[src/rtl/cla_sub_34bit_pipe.sv]
// rtl/cla_sub_34bit_pipe.sv - two-stage pipelined carry-lookahead subtractor (A + ~B + 1)
// Low half resolved in stage 1, high half and borrow in stage 2, valid/ready on both sides.
module cla_sub_34bit_pipe #(
  parameter int WIDTH    = 34,
  parameter int LO_WIDTH = 17
) (
  input  logic             i_clk,
  input  logic             i_rst,
  input  logic [WIDTH-1:0] i_min,
  input  logic [WIDTH-1:0] i_sub,
  input  logic             i_valid,
  output logic             o_ready,
  output logic [WIDTH:0]   o_result,
  output logic             o_zero,
  output logic             o_valid,
  input  logic             i_ready
);
  localparam int HI_WIDTH = WIDTH - LO_WIDTH;

  logic                s1_valid_q, s1_valid_d;
  logic [LO_WIDTH-1:0] s1_lo_q, s1_lo_d;
  logic                s1_c_q, s1_c_d;
  logic [HI_WIDTH-1:0] s1_a_hi_q, s1_a_hi_d;
  logic [HI_WIDTH-1:0] s1_nb_hi_q, s1_nb_hi_d;
  logic                out_valid_q, out_valid_d;
  logic [WIDTH:0]      result_q, result_d;
  logic                zero_q, zero_d;

  logic                s1_en, s2_en;
  logic [LO_WIDTH-1:0] lo_nb, lo_g, lo_p, lo_x;
  logic [LO_WIDTH:0]   lo_c;
  logic [HI_WIDTH-1:0] hi_g, hi_p, hi_x, hi_diff;
  logic [HI_WIDTH:0]   hi_c;

  always_comb begin
    s2_en = ~out_valid_q | i_ready;
    s1_en = ~s1_valid_q | s2_en;
  end

  // Stage 1: low-half generate/propagate and carry into the high half.
  always_comb begin
    lo_nb   = ~i_sub[LO_WIDTH-1:0];
    lo_g    = i_min[LO_WIDTH-1:0] & lo_nb;
    lo_p    = i_min[LO_WIDTH-1:0] | lo_nb;
    lo_x    = i_min[LO_WIDTH-1:0] ^ lo_nb;
    lo_c    = '0;
    lo_c[0] = 1'b1;
    for (int i = 0; i < LO_WIDTH; i++) begin
      lo_c[i+1] = lo_g[i] | (lo_p[i] & lo_c[i]);
    end

    s1_valid_d = s1_valid_q;
    s1_lo_d    = s1_lo_q;
    s1_c_d     = s1_c_q;
    s1_a_hi_d  = s1_a_hi_q;
    s1_nb_hi_d = s1_nb_hi_q;
    if (s1_en) begin
      s1_valid_d = i_valid;
      if (i_valid) begin
        s1_lo_d    = lo_x ^ lo_c[LO_WIDTH-1:0];
        s1_c_d     = lo_c[LO_WIDTH];
        s1_a_hi_d  = i_min[WIDTH-1:LO_WIDTH];
        s1_nb_hi_d = ~i_sub[WIDTH-1:LO_WIDTH];
      end
    end
  end

  // Stage 2: high half continues from the registered mid carry; borrow is the inverted carry-out.
  always_comb begin
    hi_g    = s1_a_hi_q & s1_nb_hi_q;
    hi_p    = s1_a_hi_q | s1_nb_hi_q;
    hi_x    = s1_a_hi_q ^ s1_nb_hi_q;
    hi_c    = '0;
    hi_c[0] = s1_c_q;
    for (int i = 0; i < HI_WIDTH; i++) begin
      hi_c[i+1] = hi_g[i] | (hi_p[i] & hi_c[i]);
    end
    hi_diff = hi_x ^ hi_c[HI_WIDTH-1:0];

    out_valid_d = out_valid_q;
    result_d    = result_q;
    zero_d      = zero_q;
    if (s2_en) begin
      out_valid_d = s1_valid_q;
      if (s1_valid_q) begin
        result_d = {~hi_c[HI_WIDTH], hi_diff, s1_lo_q};
        zero_d   = ~|{hi_diff, s1_lo_q};
      end
    end
  end

  always_ff @(posedge i_clk or posedge i_rst) begin
    if (i_rst) begin
      s1_valid_q  <= 1'b0;
      s1_lo_q     <= '0;
      s1_c_q      <= 1'b0;
      s1_a_hi_q   <= '0;
      s1_nb_hi_q  <= '0;
      out_valid_q <= 1'b0;
      result_q    <= '0;
      zero_q      <= 1'b0;
    end else begin
      s1_valid_q  <= s1_valid_d;
      s1_lo_q     <= s1_lo_d;
      s1_c_q      <= s1_c_d;
      s1_a_hi_q   <= s1_a_hi_d;
      s1_nb_hi_q  <= s1_nb_hi_d;
      out_valid_q <= out_valid_d;
      result_q    <= result_d;
      zero_q      <= zero_d;
    end
  end

  assign o_ready  = s1_en;
  assign o_valid  = out_valid_q;
  assign o_result = result_q;
  assign o_zero   = zero_q;

endmodule

[config.mk]
export PLATFORM = sky130hd
export DESIGN_NAME = cla_sub_34bit_pipe
export DESIGN_NICKNAME = d
export VERILOG_FILES = /design/src/rtl/cla_sub_34bit_pipe.sv
export SDC_FILE = /design/constraint.sdc
export NUM_CORES = 1
export LEC_CHECK = 0
export ABC_AREA = 1
export BUFFER_PORTS_ARGS = -buffer_cell sky130_fd_sc_hd__clkbuf_2
export CAP_MARGIN = 40
export CORE_MARGIN = 2
export CORE_UTILIZATION = 53
export DETAILED_ROUTE_END_ITERATION = 8
export HOLD_SLACK_MARGIN = 0.15
export PLACE_DENSITY = 0.85
export SETUP_SLACK_MARGIN = 0.5
export SLEW_MARGIN = 10
export SYNTH_ARGS = -nofsm -noshare
export SYNTH_HDL_FRONTEND = slang
export SYNTH_SLANG_ARGS = --single-unit
[constraint.sdc]
create_clock -name i_clk -period 9.2 [get_ports i_clk]
set_input_delay 1.38 -clock i_clk [delete_from_list [all_inputs] [get_ports i_clk]]
set_output_delay 1.38 -clock i_clk [all_outputs]
set_load 0.005 [all_outputs]
==> impl_metrics.toml <==
[outcome]
status = "completed"

[worst_hold_path]
hold_path_class = "flop to flop"
min_to = "o_result[4]$_DFFE_PP0P_"
min_from = "o_result[4]$_DFFE_PP0P_"
min_path_cells = 2

[clock_network]
insertion_delay_ns = 0.35
cts_hold_buf = 0
post_cts_buffers = 0
cts_htree_levels = 3
cts_sinks = 90
cts_tree = "done"
clockRootBuffer = "clkbuf_8"
clk_pin_slew_ns = 0.09
cts_resized = 0
cts.path.max_buffers = 2
cts-buffers-inserted = 9

[global_route]
grt.overflow.total = 0
grt_usage = 0.2184
antenna_found_initial = 0
grt_pass1_vias = 3233
grt_max_degree = 91
grt_pass1_wl_um = 14690

[timing]
slew_viol_final = 0
period_needed_ns = 7.811
post-route-period-util = 0.8490
finalHoldViolCount = 0
fmax_ghz = 0.1280
setup_viol = 0
tns_ns = 0
setup_slack_ns = 1.389
worstMarginPinSlew_ns = 0.8850
max-slew-margin-rel = 0.4079
rsz0062_at_grt = "no"
finClkSkew_ns = 0.008142

[cells_and_area]
nets = 646
nFillCells = 622
diodes = 0
drive_gt1_frac = 0.2440
area_delta_synth_final_pct = 19.22
multi_input_area_mm2 = 0.001723
seq_area_mm2 = 0.002252
layout_commonest_cell = "nand2_1"
layout_common_cells = "nand2_1, clkbuf_2, dfrtp_1, inv_1, o21ai_1"

[yosys]
syn_area_per_cell_um2 = 9.712
syn_nets = 543
ys_ff_latch = 90
yosysSeqAreaShare = 0.5307
syn_area_mm2 = 0.004244
synth_cell_types = 18
yosysWarnings = 0
synthCells = 437

[placed_design]
dp_slack_ns = 0.9724
dp_hpwl_um = 6474
gp_congestion = 0.7877
port_buffers = 109

[routing]
routed_wl_um = 8897
drt-pass1-iter-count = 4
antenna_left = 0
first_iter_violations = 131
route.detailed.drc = 0
post_drt_wl_per_cell_um = 13.75
vias_per_cell = 4.949
vias = 3202

[setup_path]
path_depth = 22
path_cells = "clkbuf_2, inv_1, ha_1, fa_1, fa_1, fa_1, fa_1, fa_1, fa_1, fa_1, fa_1, fa_1, fa_1, fa_1, fa_1, fa_1, inv_1, fa_1, inv_1, fa_1, fa_1, o21ai_1"
worstRegToRegCells = 28
critPathCaptureType = "flop"
r2r_slack_ns = 1.67
cpMaxStageDelayCell = "fa_1"
critPathBufInv = 4
r2r-end = "o_zero$_DFFE_PP0P_"
cp_common_cell = "fa_1"
timing.rr.start = "s1_c_q$_DFFE_PP0P_"
path_class = "primary input to flop"
critPathRequiredTime_ns = 9.41
crit_family = "adder cells"
critPathArrivalTime_ns = 8.02
crit_start = "i_min[0]"
start_kind = "primary input"
critical_path.max_stage_delay_ns = 0.49
cp_max_fo = 1

[floorplan]
dieHeight_um = 93.49
dieWidth_um = 93.49
num_rows = 32
dieArea_mm2 = 0.008739
start_util = 0.5492
num_io_pins = 110
coreArea_mm2 = 0.007727

[power_and_ir_drop]
peakVddDrop_v = 0.0001145
p_per_area_mw_per_mm2 = 238.2
leakage_nw = 2.731

[job]
cap_viol_max_count = 0
[routing by layer]
layer  track usage  vias to the layer above  part of all wire
met4       0.05882                        0             0.020
met2        0.3681                       78              0.50
li1              -                     1544                 -
met5             0                        -                 0
met3       0.04915                       16             0.048
met1        0.2878                     1564              0.43
[Yosys cell counts]
library cell    n  area [µm²]
o21bai_1        1       7.510
nand2_4         1       11.26
fa_1           33       660.6
dfrtp_1        90        2252
nand3_1        19       95.09
buf_2          14       70.07
nand2_1       158       593.1
o21ai_0        11       55.05
inv_1          42       157.7
nor2_1         21       78.83
buf_4           4       30.03
ha_1            1       12.51
o21ai_1        34       170.2
nand3_4         1       17.52
buf_1           1       3.750
nand2_2         1       6.260
a21oi_1         3       15.01
inv_2           2       7.510
[through the flow]
step	instances	utilization	power, mW	hold slack, ns	area, µm²
after floorplan	437	-	0.7723	0.4588	4244
after global placement	630	0.6240	0.8991	0.4613	4822
after detailed placement	631	0.6266	0.9246	0.4664	4842
after CTS	647	0.6548	1.213	0.4901	5060
after global routing	647	0.6548	1.295	0.5106	5060
final	647	0.6548	1.205	0.4881	5060
[logic make-up (layout without fill, tap and decap cells)]
kind of cell	after synthesis	after routing	synth area share
AO/OA/AOI/OAI	49	49	0.05837
AND/OR/NAND/NOR	201	201	0.1890
flip-flops	90	90	0.5307
adder cells (fa/ha/maj)	34	34	0.1586
buffers and inverters	63	171	0.06338
[tightest hold or removal path, cell delays in order, from the launching register on]
cell and delay (ns):
dfrtp_1 0.35, nand2_1 0.06, nand2_1 0.05
[cell type report]
| class | instances | share of cell area |
|---|---|---|
| tap | 102 | 0.02522 |
| sequential | 90 | 0.4451 |
| timing repair buffer | 111 | 0.1133 |
| multi-input combinational | 284 | 0.3405 |
| clock inverter | 7 | 0.01855 |
| clock buffer | 9 | 0.02448 |
| inverter | 44 | 0.03289 |
[power by group]
part | leakage, nW | internal [mW] | switching (mW)
logic | 1.52 | 0.150 | 0.192
clock network | 0.105 | 0.152 | 0.139
registers | 1.10 | 0.500 | 0.0723
total | 2.73 | 0.803 | 0.403
[how the worst max path moves through the flow]
stage                         endpoint  slack (ns)
2_1_floorplan  s1_lo_q[16]$_DFFE_PP0P_        1.43
3_3_place_gp   s1_lo_q[16]$_DFFE_PP0P_        1.20
3_5_place_dp   s1_lo_q[16]$_DFFE_PP0P_        0.97
4_1_cts        s1_lo_q[16]$_DFFE_PP0P_        1.38
5_1_grt        s1_lo_q[16]$_DFFE_PP0P_        1.16
6_report       s1_lo_q[16]$_DFFE_PP0P_        1.39
[sequential cells by signal, summed over array words and instances, names as in the netlist]
register    count
o_result       35
o_valid         1
o_zero          1
s1_a_hi_q      17
s1_c_q          1
s1_lo_q        17
s1_nb_hi_q     17
s1_valid_q      1
(Power assumes the default switching activity.)
